### src/rtl/vga_pattern_scheduler.sv
// VGA raster timing plus test-pattern sequencer.
// The block generates the raster counters and the sync and blanking signals.
// It also chooses the active test pattern. A new pattern is selected either by
// a button request or by the auto-cycle frame counter. The selection only
// changes at the frame boundary, so each frame shows a single pattern.
module vga_pattern_scheduler #(
  parameter int H_ACTIVE     = 640,
  parameter int H_FP         = 16,
  parameter int H_SYNC       = 96,
  parameter int H_BP         = 48,
  parameter int V_ACTIVE     = 480,
  parameter int V_FP         = 10,
  parameter int V_SYNC       = 2,
  parameter int V_BP         = 33,
  parameter int NUM_PATTERNS = 4,
  parameter int AUTO_FRAMES  = 60,
  localparam int PW          = $clog2(NUM_PATTERNS)
) (
  input  logic          clk,
  input  logic          rst_n,
  input  logic          btn_next,
  input  logic          auto_en,
  output logic [9:0]    hpos,
  output logic [9:0]    vpos,
  output logic          hsync,
  output logic          vsync,
  output logic          display_on,
  output logic          frame_start,
  output logic [PW-1:0] pattern_sel
);

  localparam int H_TOTAL = H_ACTIVE + H_FP + H_SYNC + H_BP;
  localparam int V_TOTAL = V_ACTIVE + V_FP + V_SYNC + V_BP;
  localparam int FCW     = (AUTO_FRAMES > 1) ? $clog2(AUTO_FRAMES) : 1;

  localparam logic [9:0]     H_LAST     = 10'(H_TOTAL - 1);
  localparam logic [9:0]     V_LAST     = 10'(V_TOTAL - 1);
  localparam logic [9:0]     H_VIS      = 10'(H_ACTIVE);
  localparam logic [9:0]     V_VIS      = 10'(V_ACTIVE);
  localparam logic [9:0]     H_SYNC_ON  = 10'(H_ACTIVE + H_FP);
  localparam logic [9:0]     H_SYNC_OFF = 10'(H_ACTIVE + H_FP + H_SYNC);
  localparam logic [9:0]     V_SYNC_ON  = 10'(V_ACTIVE + V_FP);
  localparam logic [9:0]     V_SYNC_OFF = 10'(V_ACTIVE + V_FP + V_SYNC);
  localparam logic [PW-1:0]  SEL_LAST   = PW'(NUM_PATTERNS - 1);
  localparam logic [FCW-1:0] CNT_LAST   = FCW'(AUTO_FRAMES - 1);

  logic           h_wrap, fb;
  logic           btn_s1, btn_s2, btn_prev, btn_edge;
  logic           auto_s1, auto_s2;
  logic           pending, auto_hit, advance;
  logic [FCW-1:0] frame_cnt;

  assign h_wrap   = (hpos == H_LAST);
  assign fb       = h_wrap && (vpos == V_LAST);
  assign btn_edge = btn_s2 && !btn_prev;
  assign auto_hit = auto_s2 && (frame_cnt == CNT_LAST);
  assign advance  = fb && (pending || auto_hit);

  // Raster counters: hpos every clock, vpos on each line wrap.
  always_ff @(posedge clk or negedge rst_n) begin
    if (!rst_n) begin
      hpos <= '0;
      vpos <= '0;
    end else begin
      hpos <= h_wrap ? '0 : hpos + 10'd1;
      if (h_wrap) vpos <= (vpos == V_LAST) ? '0 : vpos + 10'd1;
    end
  end

  // Sync and blanking are decoded from the registered counters with zero latency.
  always_comb begin
    hsync      = !((hpos >= H_SYNC_ON) && (hpos < H_SYNC_OFF));
    vsync      = !((vpos >= V_SYNC_ON) && (vpos < V_SYNC_OFF));
    display_on = (hpos < H_VIS) && (vpos < V_VIS);
  end

  // Two-flop synchronizers. btn_prev provides the rising-edge detection.
  always_ff @(posedge clk or negedge rst_n) begin
    if (!rst_n) begin
      btn_s1   <= 1'b0;
      btn_s2   <= 1'b0;
      btn_prev <= 1'b0;
      auto_s1  <= 1'b0;
      auto_s2  <= 1'b0;
    end else begin
      btn_s1   <= btn_next;
      btn_s2   <= btn_s1;
      btn_prev <= btn_s2;
      auto_s1  <= auto_en;
      auto_s2  <= auto_s1;
    end
  end

  // Frame control: the frame_start pulse, the auto frame counter, the pending request and the pattern select.
  // A button edge that lands on the boundary cycle is kept in pending for the next frame.
  always_ff @(posedge clk or negedge rst_n) begin
    if (!rst_n) begin
      frame_start <= 1'b0;
      frame_cnt   <= '0;
      pending     <= 1'b0;
      pattern_sel <= '0;
    end else begin
      frame_start <= fb;

      if (!auto_s2)   frame_cnt <= '0;
      else if (fb)    frame_cnt <= auto_hit ? '0 : frame_cnt + FCW'(1);

      if (fb)         pending <= btn_edge;
      else if (btn_edge) pending <= 1'b1;

      if (advance)
        pattern_sel <= (pattern_sel == SEL_LAST) ? '0 : pattern_sel + PW'(1);
    end
  end

endmodule
### config.mk
export PLATFORM = sky130hd
export DESIGN_NAME = vga_pattern_scheduler
export DESIGN_NICKNAME = d
export VERILOG_FILES = /design/src/rtl/vga_pattern_scheduler.sv
export SDC_FILE = /design/constraint.sdc
export NUM_CORES = 1
export LEC_CHECK = 0
export BUFFER_PORTS_ARGS = -buffer_cell sky130_fd_sc_hd__buf_2
export CAP_MARGIN = 20
export CORE_AREA = 4 4 54 80
export DETAILED_ROUTE_END_ITERATION = 8
export DIE_AREA = 0 0 58 84
export PLACE_DENSITY = 0.71
export SETUP_SLACK_MARGIN = 0.2
export SLEW_MARGIN = 20
export SYNTH_ARGS = -nofsm -noshare
export SYNTH_HDL_FRONTEND = slang
export SYNTH_SLANG_ARGS = --single-unit
### constraint.sdc
create_clock -name clk -period 2.2 [get_ports clk]
set_clock_uncertainty 0.05 [all_clocks]
set_input_delay 0.22 -clock clk [delete_from_list [all_inputs] [get_ports clk]]
set_output_delay 0.22 -clock clk [all_outputs]
set_load 0.03 [all_outputs]
# Yosys cells after proc, flatten, opt, wreduce, memory -nomap -nowiden
# Cells that the tools add are included.
totals:
  inputBits: 4
  word_cells: 46
  out_inout_bits: 26
  ff_bits: 35
classes:
  reduce_logical: 12
  n_eq_ne: 5
  magnitude_cmp: 6
  muxes: 8
  addsub: 4
op_table:
  columns: ["cell", "count"]
  rows:
  - ["10-bit by 1-bit adder with 10-bit output (second input constant)", 2]
  - ["10-bit equality test (second input constant)", 2]
  - ["10-bit less-than comparator (second input constant)", 2]
  - ["10-bit by 9-bit less-than comparator with 1-bit output (second input constant)", 2]
  - ["10-bit 2-to-1 mux", 2]
  - ["6-bit 2-to-1 mux", 3]
  - ["10-bit greater-or-equal comparator (second input constant)", 1]
  - ["10-bit by 9-bit greater-or-equal comparator with 1-bit output (second input constant)", 1]
  - ["1-bit logical AND", 7]
  - ["6-bit by 1-bit adder with 6-bit output (second input constant)", 1]
  - ["6-bit equality test (second input constant)", 1]
  - ["1-bit logical NOT", 3]
  - ["2-bit by 1-bit adder with 2-bit output (second input constant)", 1]
  - ["2-bit equality test (second input constant)", 1]
  - ["1-bit 2-to-1 mux", 2]
  - ["2-bit 2-to-1 mux", 1]
  - ["2-bit != test (second input constant)", 1]
  - ["2-bit nonzero test", 1]
  - ["1-bit logical OR", 1]

# Longest topological paths before layout
depth:
  ltp_word: 5
  ltp_mapped: 7
  depth_no_buf: 6

# Worst setup path after synthesis
# OpenSTA, ideal clock, no wires.
synth_timing:
  kind: "register to register"
  start: "reg hpos[0]"
  end: "reg pattern_sel[0]"
  required_ns: 2.025
  setup_time_ns: 0.125
  arrival_ns: 2.212
  n_path_buf: 1
  path_stages_with_launch: 7
  period_less_slack_ns: 2.387
  slack_ns: -0.187
  path_cell_list: "dfrtp_1 ha_1 nand4_1 or4_1 buf_2 a211o_1 mux2_4"
synth_via:
  elab_chain_len: 3
synth_rtl:
  columns: ["item", "line_no", "source"]
  rows:
  - ["start: declaration", "23", "output logic [9:0] hpos,"]
  - ["start signal: assignment", "65", "hpos <= h_wrap ? '0 : hpos + 10'd1;"]
  - ["10-bit equality test", "53", "assign h_wrap = (hpos == H_LAST);"]
  - ["1-bit logical AND", "54", "assign fb = h_wrap && (vpos == V_LAST);"]
  - ["1-bit logical AND", "57", "assign advance = fb && (pending || auto_hit);"]
  - ["end signal: assignment", "112", "pattern_sel <= (pattern_sel == SEL_LAST) ? '0 : pattern_sel + PW'(1);"]
  - ["end: declaration", "29", "output logic [PW-1:0] pattern_sel"]
# No other way between the ends.
# A chain may end at the register's enable or synchronous reset.

# Worst setup path in the final report
layout_timing:
  start: "reg hpos[6]"
  end: "reg pattern_sel[1]"
# The elaborated chain is that of the path after synthesis.

==> run summary <==
Status - finished, final reports clean
DRC - 0
RR Startpoint - hpos[6]
Endpoints failing setup - 0
Drt pass-1 iters - 4
DR WL/cell - 16.3 µm
First-pass GRT wire length - 6890 µm
Port buffer count - 29
Post-Synthesis Cells - 165
Crit path to - pattern_sel[1]
Vias in the first global route - 1435
Post-Syn Area - 1700 µm²
Via density per instance - 5.74
GRT Overall Usage - 0.180
WP data arrival - 2.11 ns
CTS tree - yes
CTS sink cnt - 35
Max Cap Viol - 0
Total core area - 3650 µm²
Synth top area share - 0.514
Area Growth Syn to Fin - 30.9%
Htree depth - 2
Mapped Nets - 176
Final core utilization - 0.611
Die ar. - 4870 µm²
Starting Density - 0.467
Max clock buf depth - 2
Count of antenna-violating nets left after detailed routing - 0
Tmin final - 1.99 ns
Fin crit share - 0.902
Post-Layout Cell Count - 255
FF-to-FF path depth - 4
Count of cell types in the netlist - 41
Share of layout cells above drive strength 1 - 0.316
GRT overflow - 0
Nets - 222
Commonest cells after routing, fill and taps aside - dfrtp_1 (29), buf_2 (29), nand2_1 (14)
Final WL - 4160 µm
Reg2reg end - pattern_sel[1]
Post-route setup TNS - 0 ns
Pwr Density - 614 nW/µm²
Critical path origin - hpos[6]
Synth Register Bits - 35
Clk root buf - clkbuf_8
Maximum clock rate - 504 MHz
Post-synth ARST share - 1.00
Gpl congestion - 0.833
Dpl hpwl - 2900 µm
Relative slew slack - 0.505
DRT iter0 DRCs - 40
Syn avg cell area - 10.3 µm²
Critical Path RT - 2.33 ns
Worst-Skew Late Latency - 0.29 ns
Std-Cell Rows - 27
Die width - 58 µm
Pins over their slew limit - 0
Vias - 1463
CTS buffer count - 5
Top cells by area, synth - dfrtp_1 (51%), ha_1 (5.1%), xor2_1 (4.1%)
Ys flop type - dfrtp_1
Worst-path maximum fanout - 3
CP Launch Type - flop
Number of synthesized flops with an enable pin - 0
RSZ-0062 raised after global routing - true
CTS clock-pin slew for the worst setup and hold paths - 0.08 ns
Seq/Total Area, Yosys - 0.514
Largest net degree at the start of global routing - 36
Worst vdd ir - 470 µV
Top Ports - 30
Worst Tran Pin Value - 0.743 ns
Initial antenna violation count - 0
Antenna Cells - 0
Cells after DPL - 237
Flop2flop setup slack - 0.21 ns
CP Capture Type - flop
Synth area leader - dfrtp_1
Worst min-delay path class - flop to flop
Die height - 84 µm
Worst Path Class, Setup - flop to flop
P_leak - 1.05 nW
YS warnings - 0
Final Hold Vio Count - 0
-- critical path, cell delays in order (launching register included) --
cell     delay (ns)
dfrtp_2        0.40
or2_4          0.26
or4_4          0.55
a211o_1        0.30
mux2_4         0.32
-- cell families (layout without fill, tap and decap cells) --
logic type / after synthesis / in the layout / share of synthesized area
DFF: 35 / 35 / 0.514
and+or+nand+nor: 69 / 69 / 0.217
AOI/OAI and AO/OA: 25 / 25 / 0.0962
xor gates and xnor gates: 12 / 12 / 0.0617
adders and majority gates: 7 / 7 / 0.0514
muxes: 4 / 4 / 0.0294
buffers and inverters: 13 / 60 / 0.0301
-- area by class of cell --
| cell class | count | area [µm²] |
|---|---|---|
| Fill cell | 305 | 1420 |
| Tap cell | 43 | 53.8 |
| Timing Repair Buffer | 45 | 303 |
| Clock inverter | 3 | 67.6 |
| Clock buffer | 5 | 68.8 |
| Sequential cell | 35 | 883 |
| Inverter | 7 | 26.3 |
| Multi-Input combinational cell | 117 | 828 |
-- Yosys cell counts (2+ instances only) --
| cell type | count |
|---|---|
| o21ai_0 | 9 |
| inv_1 | 7 |
| clkbuf_1 | 4 |
| and2_1 | 2 |
| nor3_1 | 5 |
| mux2i_1 | 2 |
| ha_1 | 7 |
| nor4_1 | 3 |
| mux2_4 | 2 |
| xnor2_1 | 4 |
| buf_2 | 2 |
| nor2_1 | 9 |
| nand4b_1 | 2 |
| or2_2 | 2 |
| or4_1 | 3 |
| dfrtp_1 | 35 |
| and3_1 | 6 |
| xor2_1 | 8 |
| nand4_1 | 5 |
| nand3_1 | 12 |
| a21boi_0 | 2 |
| nand2_1 | 14 |
| a21oi_1 | 2 |
-- where the power goes --
group          switching, mW  internal, mW  total [mW]  leakage (nW)
Combinational         0.0133       0.00644      0.0197         0.537
Clock                  0.247         0.452       0.699        0.0644
Sequential           0.00389         0.647       0.651         0.449
-- sequential cells by signal, summed over array words and instances (netlist names) --
name	flops
frame_start	1
btn_s1	1
pending	1
pattern_sel	2
auto_s2	1
hpos	10
vpos	10
btn_prev	1
auto_s1	1
frame_cnt	6
btn_s2	1
-- routing by layer --
metal  wire, µm  track usage
met1       1640        0.212
met5          0            0
met2       2290        0.308
met4         71       0.0717
met3        166       0.0418
-- how the worst min path moves through the flow --
stage / from / to / slack, ns / depth (start not counted)
global placement: rst_n / frame_cnt[2] / 0.28 / 1
CTS: btn_s1 / btn_s2 / 0.31 / 0
detailed placement: btn_next / btn_s1 / 0.28 / 1
global route: btn_s1 / btn_s2 / 0.32 / 0
finish: btn_s1 / btn_s2 / 0.31 / 0
floorplan: rst_n / auto_s1 / -0.13 / 0
-- metrics by stage --
| step | setup WS, ns | instance area (µm²) | total power [mW] | hold slack (ns) |
|---|---|---|---|---|
| finish | 0.215 | 2230 | 1.37 | 0.310 |
| global route | 0.173 | 2230 | 1.41 | 0.320 |
| CTS | 0.213 | 2160 | 1.38 | 0.312 |
| detailed placement | 0.116 | 1960 | 0.681 | 0.283 |
| global placement | 0.191 | 1960 | 0.680 | 0.278 |
| floorplan | 0.0363 | 1740 | 0.665 | -0.126 |
-- what timing repair did --
| action | CTS | global route |
|---|---|---|
| setup buffers | 4 | 2 |
| hold buffers | 3 | 0 |
| endpoints found under the hold margin | 37 | 0 |
| gates resized for setup | 2 | 7 |
| cloned | 0 | 1 |
| pin swaps | 1 | 2 |
| setup endpoints to repair | 7 | 9 |
(Power assumes the default switching activity.)
